<file path="src/rtl/tlc_phase_scheduler.sv">
// tlc_phase_scheduler: timed phase sequencer for a two-street intersection.
// Arbitrates green time between street A, street B and a latched pedestrian
// request. All durations are counted in ticks of an external timebase strobe.
// Optional feature macro: TLC_FLASH_EN adds a 'flash' input and a FLASH
// state (phase=7) with a blinking yellow on street A.
module tlc_phase_scheduler #(
  parameter int MIN_GREEN   = 8,
  parameter int MAX_GREEN   = 32,
  parameter int YELLOW_TIME = 3,
  parameter int ALLRED_TIME = 2,
  parameter int WALK_TIME   = 6,
  parameter int CNT_W       = 6
) (
  input  logic       clk,
  input  logic       rst,
  input  logic       tick,
  input  logic       TA,
  input  logic       TB,
  input  logic       ped_req,
`ifdef TLC_FLASH_EN
  input  logic       flash,
`endif
  output logic       ped_ack,
  output logic       walk,
  output logic       RA,
  output logic       GA,
  output logic       YA,
  output logic       RB,
  output logic       GB,
  output logic       YB,
  output logic [2:0] phase
);

  typedef enum logic [2:0] {
    GREEN_A  = 3'd0,
    YELLOW_A = 3'd1,
    ALLRED_A = 3'd2,
    GREEN_B  = 3'd3,
    YELLOW_B = 3'd4,
    ALLRED_B = 3'd5,
    WALK     = 3'd6
`ifdef TLC_FLASH_EN
    , FLASH  = 3'd7
`endif
  } state_t;

  typedef enum logic {SIDE_A = 1'b0, SIDE_B = 1'b1} side_t;

  // Terminal counts, truncated to the counter width.
  localparam logic [CNT_W-1:0] MIN_M1 = CNT_W'(MIN_GREEN - 1);
  localparam logic [CNT_W-1:0] MAX_M1 = CNT_W'(MAX_GREEN - 1);
  localparam logic [CNT_W-1:0] YEL_M1 = CNT_W'(YELLOW_TIME - 1);
  localparam logic [CNT_W-1:0] ARD_M1 = CNT_W'(ALLRED_TIME - 1);
  localparam logic [CNT_W-1:0] WLK_M1 = CNT_W'(WALK_TIME - 1);

  state_t           state_q, state_d;
  side_t            last_side_q, last_side_d;
  logic [CNT_W-1:0] cnt_q, cnt_d;
  logic             ped_pend_q, ped_pend_d;
  logic             ped_ack_q;
  logic             enter_walk;
  logic             exit_a, exit_b;
`ifdef TLC_FLASH_EN
  logic             flash_ya_q;
`endif

  // Green may end once minimum green is served and the other side (or a
  // pedestrian) wants the road; contested demand is capped at max green.
  assign exit_a = (cnt_q >= MIN_M1) &&
                  (ped_pend_q || (TB && (!TA || (cnt_q == MAX_M1))));
  assign exit_b = (cnt_q >= MIN_M1) &&
                  (ped_pend_q || (TA && (!TB || (cnt_q == MAX_M1))));

  // Next-state, dwell counter and pedestrian latch.
  always_comb begin
    // NOTE: every variable gets a default first so no path can infer a latch.
    state_d     = state_q;
    last_side_d = last_side_q;
    cnt_d       = cnt_q;
    if (tick) begin
      case (state_q)
        GREEN_A:  if (exit_a) state_d = YELLOW_A;
        YELLOW_A: if (cnt_q == YEL_M1) state_d = ALLRED_A;
        ALLRED_A: if (cnt_q == ARD_M1) begin
                    if (ped_pend_q) begin
                      state_d     = WALK;
                      last_side_d = SIDE_A;
                    end else begin
                      state_d = GREEN_B;
                    end
                  end
        GREEN_B:  if (exit_b) state_d = YELLOW_B;
        YELLOW_B: if (cnt_q == YEL_M1) state_d = ALLRED_B;
        ALLRED_B: if (cnt_q == ARD_M1) begin
                    if (ped_pend_q) begin
                      state_d     = WALK;
                      last_side_d = SIDE_B;
                    end else begin
                      state_d = GREEN_A;
                    end
                  end
        WALK:     if (cnt_q == WLK_M1)
                    state_d = (last_side_q == SIDE_A) ? GREEN_B : GREEN_A;
        default:  ;
      endcase
    end
`ifdef TLC_FLASH_EN
    // Flash mode pre-empts everything; leaving it always clears through ALLRED_B.
    if (state_q == FLASH && !flash) state_d = ALLRED_B;
    if (flash)                      state_d = FLASH;
`endif

    if (state_d != state_q) begin
      cnt_d = '0;
    end else if (tick) begin
      if ((state_q == GREEN_A || state_q == GREEN_B) && (cnt_q == MAX_M1))
        cnt_d = cnt_q;
      else
        cnt_d = cnt_q + 1'b1;
    end

    enter_walk = (state_d == WALK) && (state_q != WALK);
    // Requests during WALK are ignored; clearing on WALK entry wins over a set.
    ped_pend_d = ped_pend_q | (ped_req & (state_q != WALK));
    if (enter_walk) ped_pend_d = 1'b0;
`ifdef TLC_FLASH_EN
    if (state_q == FLASH || state_d == FLASH) ped_pend_d = 1'b0;
`endif
  end

  // State register with synchronous reset.
  always_ff @(posedge clk) begin
    // NOTE: sequential state uses non-blocking assignments so all registers
    // update from the same pre-edge values.
    if (rst) begin
      state_q     <= GREEN_A;
      last_side_q <= SIDE_A;
      cnt_q       <= '0;
      ped_pend_q  <= 1'b0;
      ped_ack_q   <= 1'b0;
    end else begin
      state_q     <= state_d;
      last_side_q <= last_side_d;
      cnt_q       <= cnt_d;
      ped_pend_q  <= ped_pend_d;
      ped_ack_q   <= enter_walk;
    end
  end

`ifdef TLC_FLASH_EN
  // Blink phase for the flashing yellow; restarts dark on each FLASH entry.
  always_ff @(posedge clk) begin
    if (rst || state_q != FLASH) flash_ya_q <= 1'b0;
    else if (tick)               flash_ya_q <= ~flash_ya_q;
  end
`endif

  // Lamp decode of the registered state.
  always_comb begin
    RA   = 1'b0;
    GA   = 1'b0;
    YA   = 1'b0;
    RB   = 1'b0;
    GB   = 1'b0;
    YB   = 1'b0;
    walk = 1'b0;
    case (state_q)
      GREEN_A:  begin GA = 1'b1; RB = 1'b1; end
      YELLOW_A: begin YA = 1'b1; RB = 1'b1; end
      GREEN_B:  begin RA = 1'b1; GB = 1'b1; end
      YELLOW_B: begin RA = 1'b1; YB = 1'b1; end
      WALK:     begin RA = 1'b1; RB = 1'b1; walk = 1'b1; end
`ifdef TLC_FLASH_EN
      FLASH:    begin YA = flash_ya_q; RB = ~flash_ya_q; end
`endif
      default:  begin RA = 1'b1; RB = 1'b1; end
    endcase
  end

  assign phase   = state_q;
  assign ped_ack = ped_ack_q;

endmodule

</file>
<file path="config.mk">
export PLATFORM = sky130hd
export DESIGN_NAME = tlc_phase_scheduler
export DESIGN_NICKNAME = d
export VERILOG_FILES = /design/src/rtl/tlc_phase_scheduler.sv
export SDC_FILE = /design/constraint.sdc
export NUM_CORES = 1
export LEC_CHECK = 0
export BUFFER_PORTS_ARGS = -buffer_cell sky130_fd_sc_hd__clkbuf_2
export CORE_ASPECT_RATIO = 0.8
export CORE_MARGIN = 1.5
export CORE_UTILIZATION = 55
export CTS_CLUSTER_SIZE = 16
export DETAILED_ROUTE_END_ITERATION = 8
export PLACE_DENSITY = 0.83
export SLEW_MARGIN = 20
export SYNTH_ARGS = -nofsm -noshare
export SYNTH_HDL_FRONTEND = slang
export SYNTH_SLANG_ARGS = --single-unit
</file>
<file path="constraint.sdc">
create_clock -name clk -period 2.4 [get_ports clk]
set_input_delay 0.48 -clock clk [delete_from_list [all_inputs] [get_ports clk]]
set_output_delay 0.48 -clock clk [all_outputs]
set_load 0.02 [all_outputs]
</file>
==> results of run 1 <==
power groups by stage:
stage                     clock [W]  combinational [W]  sequential [W]
after detailed placement          0          0.0000801        0.000221
after floorplan                   0          0.0000669        0.000219
after global routing       0.000132          0.0000902        0.000218
after CTS                  0.000122          0.0000806        0.000216
after global placement            0          0.0000793        0.000220
final                      0.000119          0.0000813        0.000217
path summary, 6_finish.rpt:
| path | from | to | slack, ns | cells after the start |
|---|---|---|---|---|
| setup / recovery | cnt_q[0] | cnt_q[2] | 0.18 | 7 |
| setup reg to reg | cnt_q[0] | cnt_q[2] | 0.18 | 7 |
| hold reg to reg | last_side_q | last_side_q | 0.48 | 2 |
| hold / removal | last_side_q | last_side_q | 0.48 | 2 |
cells in the final DEF, fill, tap and decap left out, drive strengths merged:
master / instances
clkbuf: 19
dfxtp: 12
nor3: 11
nand2: 10
nor2: 9
inv: 7
o21ai: 6
nand4: 5
a21oi: 4
and2: 4
xnor2: 3
ha: 3
nor3b: 3
nor2b: 3
and2b: 3
a31oi: 2
xor2: 2
buf: 2
a32o: 2
o311ai: 2
a311oi: 2
nand2b: 1
or2: 1
o21bai: 1
and4: 1
a41oi: 1
nand3: 1
a21o: 1
a21boi: 1
a2111oi: 1
nand3b: 1
o22ai: 1
or4b: 1
and3: 1
o211ai: 1
a31o: 1
through the flow:
stage,power [W],utilization,instances,worst slack (ns),instance area (µm²)
2_1_floorplan,0.000285,-,114,0.275,1000
3_3_place_gp,0.000300,0.630,148,0.280,1050
3_5_place_dp,0.000301,0.630,148,0.218,1050
4_1_cts,0.000419,0.644,151,0.192,1070
5_1_grt,0.000440,0.644,151,0.0495,1070
6_report,0.000417,0.644,151,0.184,1070
cell families (layout without fill, tap and decap cells):
kind of cell / Yosys count / count (layout)
adder cells (fa/ha/maj): 3 / 3
AND/OR/NAND/NOR: 55 / 55
AO/OA/AOI/OAI: 26 / 26
buffers and inverters: 13 / 28
flip-flops: 12 / 12
XOR/XNOR: 5 / 5
final cells by class:
type                    instances  share of cell area
flip-flops and latches         12               0.225
well taps                      22              0.0258
clock buffers                   3              0.0211
inverters                       7              0.0246
repair buffers                 18              0.0890
multi-input cells              89               0.615
layer usage:
metal | routed length (µm) | vias up | track usage
met1 | 968 | 413 | 0.338
met2 | 899 | 63 | 0.382
met5 | 0 | - | 0
li1 | - | 448 | -
met4 | 39 | 0 | 0.108
met3 | 260 | 5 | 0.0438
critical path: cells and delay by family (launching register included):
| family | cells | cell delay [ns] |
|---|---|---|
| AOI/OAI and AO/OA | 3 | 0.47 |
| adders and majority gates | 1 | 0.32 |
| DFF | 1 | 0.42 |
| and+or+nand+nor | 3 | 0.88 |
state kept, by name (all words and copies together) (netlist names):
signal       count
ped_pend_q       1
last_side_q      1
phase            3
cnt_q            6
ped_ack          1
==> flow_summary.json, run 1 <==
{
  "multiInputGateArea_um2": 657,
  "p_leak_nw": 0.434,
  "min_period_ns": 2.22,
  "grt-ovfl-total": 0,
  "vias": 929,
  "num-fill-cells": 154,
  "crit_slowest_cell": "or4b_4",
  "synth_nets": 123,
  "ant_nets": 0,
  "timing.setup.critical_path_class": "flop to flop",
  "switching_power_w": 0.000119,
  "port-buffer-count": 16,
  "muxShareOfSynthArea": 0,
  "maxCapViolations": 0,
  "crit_fanout": 6,
  "fmax_ghz": 0.451,
  "slowest_delay_ns": 0.50,
  "swShare": 0.286,
  "synth_ff_type": "dfxtp_1",
  "ys_seq_elements": 12,
  "hp-class": "flop to flop",
  "post_cts_resized": 0,
  "nets": 140,
  "synth.most_common_cell": "dfxtp_1",
  "synth_top_area_frac": 0.240,
  "max_slew_margin": 0.717,
  "seqPwrFrac": 0.519,
  "drv_slew": 0,
  "worst-endpoint-arrival_ns": 2.36,
  "critical_path.cell_chain": "ha_1 > and4_4 > a311oi_2 > o21ai_2 > or4b_4 > o311ai_4 > nor3_1",
  "drt-total-wl_mm": 2.17,
  "grt_pass1_wl_mm": 3.66,
  "clock-sinks": 12,
  "synthArstFlopShare": 0,
  "antenna-diode-count": 0,
  "timing.hold.ws_ns": 0.482,
  "hold_violations": 0,
  "ir_worst_vdd_mv": 0.312,
  "rsz0062_at_grt": "no",
  "syn_avg_cell_area_um2": 8.78,
  "start_kind": "flop",
  "ys_seq_area_frac": 0.240,
  "clockBufferDepth": 2,
  "syn_area_um2": 1000,
  "setup_viol": 0,
  "skew_ns": 0.00197,
  "synthAdderAreaFrac": 0.0375,
  "path_clk_slew_ns": 0.07,
  "drt-pass1-iter-count": 4,
  "post_drt_wl_per_cell_um": 14.4,
  "yosys_warnings": 0,
  "cts_hold_buf": 0,
  "p_per_area_nw_per_um2": 391,
  "cts_tree": "yes",
  "synth_area_leaders": "dfxtp_1 (24%), clkbuf_8 (5.5%), nor3_1 (4.0%), ha_1 (3.8%), nand2_1 (3.8%)",
  "ys_types": 47,
  "via_per_inst": 6.15,
  "finalSetupTns_ns": 0,
  "synth-simple-area-share": 0.340,
  "hpwl_mm": 1.75,
  "synth_top_family_by_area": "simple AND/OR/NAND/NOR gates",
  "cts_buffers": 3,
  "synth_compound_area_frac": 0.235,
  "min_period_over_period": 0.924,
  "die_w_um": 50.7,
  "critPathRequiredTime_ns": 2.54,
  "clk-insertion-delay-late_ns": 0.27,
  "p_int_w": 0.000298,
  "final-seq-area_um2": 240,
  "synth_edf_count": 0,
  "route.detailed.drc": 0,
  "cts-root-buf": "clkbuf_4",
  "cts_setup_buffers": 0,
  "ctsHtreeMaxLevel": 1,
  "area_delta_synth_final_pct": 6.75,
  "start_util": 0.603,
  "std_cell_rows": 13,
  "core_area_um2": 1660,
  "clockPowerShare": 0.286,
  "max_slew.worst_pin.slew_ns": 0.419,
  "grt_pass1_vias": 752,
  "drtIter0Drc": 48,
  "io_pins": 17,
  "yosys.area.top_type": "dfxtp_1",
  "die_h_um": 41.2,
  "antenna_found_initial": 0,
  "layout-drive-gt1-share": 0.357,
  "postSynthCellCount": 114,
  "dieArea_um2": 2090,
  "globalplace.congestion": 0.918,
  "synth_commonest_cells": "dfxtp_1 (12), nand2_1 (10), nor2_1 (9)",
  "synth-xor-area-share": 0.0438,
  "end_kind": "flop",
  "status": "finished clean",
  "grt_max_degree": 14,
  "combPwrFrac": 0.195,
  "grt_util_all_layers": 0.245
}
Power figures use the tool's default switching activity.
==> run 2: changes to the inputs <==
--- a/config.mk
+++ b/config.mk
@@ -6,7 +6,7 @@
 export NUM_CORES = 1
 export LEC_CHECK = 0
 export BUFFER_PORTS_ARGS = -buffer_cell sky130_fd_sc_hd__clkbuf_2
-export CORE_ASPECT_RATIO = 0.8
+export CORE_ASPECT_RATIO = 1.2
 export CORE_MARGIN = 1.5
 export CORE_UTILIZATION = 55
 export CTS_CLUSTER_SIZE = 16
==> run 2 against run 1 <==
Net effect:
- core utilization is essentially flat
- critical path depth is the same
- combinational power shrank 1%
- critical path type unchanged
- critical endpoint unchanged
- largest cell class unchanged
- highest routed layer unchanged
==> flow_summary.json, run 2 (same netlist as run 1, synthesis figures left out) <==
{
  "drtIter0Drc": 25,
  "ctsHtreeMaxLevel": 1,
  "finalSetupTns_ns": 0,
  "cts_setup_buffers": 0,
  "port-buffer-count": 16,
  "grt_max_degree": 18,
  "dieArea_um2": 2090,
  "min_period_over_period": 0.909,
  "multiInputGateArea_um2": 657,
  "drt-total-wl_mm": 2.19,
  "worstSetupStartpoint": "cnt_q[0]",
  "cts_hold_buf": 0,
  "crit_fanout": 6,
  "post_cts_resized": 0,
  "worst-endpoint-arrival_ns": 2.38,
  "std_cell_rows": 16,
  "maxCapViolations": 0,
  "crit_cells": 7,
  "drt-pass1-iter-count": 4,
  "cts_buffers": 3,
  "die_w_um": 41.9,
  "timing.setup.critical_path_class": "flop to flop",
  "rsz0062_at_grt": "no",
  "fin_cells": 147,
  "cts_tree": "yes",
  "setup_slack_ns": 0.218,
  "finalPower_w": 0.000459,
  "pre_cts_slack_ns": 0.249,
  "hold_violations": 0,
  "p_leak_nw": 0.436,
  "path_delay_family": "compound AO/OA/AOI/OAI gates",
  "largest_register_ffs": 6,
  "critPathRequiredTime_ns": 2.60,
  "p_per_area_nw_per_um2": 429,
  "worstSetupEndpoint": "cnt_q[2]",
  "setup_viol": 0,
  "crit_slowest_cell": "dfxtp_1",
  "grt_pass1_vias": 886,
  "final-seq-area_um2": 240,
  "crit_buf_inv": 0,
  "timing.hold.ws_ns": 0.480,
  "reg2reg_slack_ns": 0.22,
  "final_common_cell": "clkbuf_2",
  "ir_worst_vdd_mv": 0.249,
  "area_delta_synth_final_pct": 6.88,
  "drv_slew": 0,
  "die_h_um": 49.7,
  "vias": 898,
  "path_clk_slew_ns": 0.08,
  "nets": 139,
  "end_kind": "flop",
  "hpwl_mm": 1.68,
  "min_period_ns": 2.18,
  "final_cell_mix": "clkbuf_2 (16), dfxtp_1 (12), nand2_1 (10)",
  "max_slew_margin": 0.661,
  "clock-sinks": 12,
  "critical_path.cell_chain": "ha_1 > and4_4 > a311oi_2 > nor3b_1 > o21ai_1 > o311ai_4 > nor3_1",
  "clk-insertion-delay-late_ns": 0.27,
  "skew_ns": 0.00341,
  "antenna_found_initial": 0,
  "grt_pass1_wl_mm": 3.86,
  "place_inst": 143,
  "regMostFlops": "cnt_q",
  "antenna-diode-count": 0,
  "io_pins": 17,
  "ff2ff_path_depth": 7,
  "status": "finished clean",
  "num-fill-cells": 156,
  "layout-drive-gt1-share": 0.357,
  "r2r-start": "cnt_q[0]",
  "clockBufferDepth": 2,
  "slowest_delay_ns": 0.36,
  "start_util": 0.602,
  "cts-root-buf": "clkbuf_4",
  "route.detailed.drc": 0,
  "ant_nets": 0,
  "via_per_inst": 6.11,
  "globalplace.congestion": 0.851,
  "start_kind": "flop",
  "post_drt_wl_per_cell_um": 14.9,
  "core_area_um2": 1660,
  "hp-class": "flop to flop",
  "hold_path_depth": 2,
  "grt_util_all_layers": 0.239,
  "grt-ovfl-total": 0,
  "max_slew.worst_pin.slew_ns": 0.508,
  "fmax_ghz": 0.458,
  "reg2reg_to": "cnt_q[2]"
}
## run 2: cell count changes in the layout (fill, tap and decap cells not counted), sizes merged
cell	change
buf	-1
clkbuf	+1
## run 2: how the worst min path moves through the flow
stage | from | end | slack [ns]
final | last_side_q | last_side_q | 0.48
after global routing | ped_req | ped_pend_q | 0.50
after CTS | ped_req | ped_pend_q | 0.48
after detailed placement | last_side_q | last_side_q | 0.47
after global placement | last_side_q | last_side_q | 0.46
after floorplan | last_side_q | last_side_q | 0.44
## run 2: power breakdown
group           total, W  switching, W  internal [W]  leakage, nW
registers       0.000217     0.0000118      0.000205       0.0976
logic          0.0000802     0.0000460     0.0000341        0.317
clock network   0.000162     0.0000696     0.0000922       0.0210
total           0.000459      0.000127      0.000332        0.436
## run 2: cell type report
cell class / instances / area share
clock buffer: 4 / 0.0339
inverter: 7 / 0.0246
multi-input combinational: 89 / 0.614
tap: 18 / 0.0211
timing repair buffer: 17 / 0.0819
sequential: 12 / 0.225
## run 2: per-layer routing
metal / vias to the layer above / share of wire / GRT usage / wire, µm
li1: 448 / - / - / -
met1: 409 / 0.41 / 0.274 / 898
met2: 35 / 0.51 / 0.406 / 1110
met3: 6 / 0.057 / 0.0513 / 124
met4: 0 / 0.022 / 0.129 / 49
met5: - / 0 / 0 / 0
## run 2: metrics by stage
step / area (µm²) / utilization
2_1_floorplan: 1000 / -
3_3_place_gp: 1030 / 0.622
3_5_place_dp: 1030 / 0.622
4_1_cts: 1070 / 0.644
5_1_grt: 1070 / 0.644
6_report: 1070 / 0.644
## run 2: worst register-to-register path, cell delays in order, from the launching register on
cell and delay (ns):
dfxtp_1 0.36, ha_1 0.30, and4_4 0.24, a311oi_2 0.34
nor3b_1 0.11, o21ai_1 0.32, o311ai_4 0.22, nor3_1 0.21
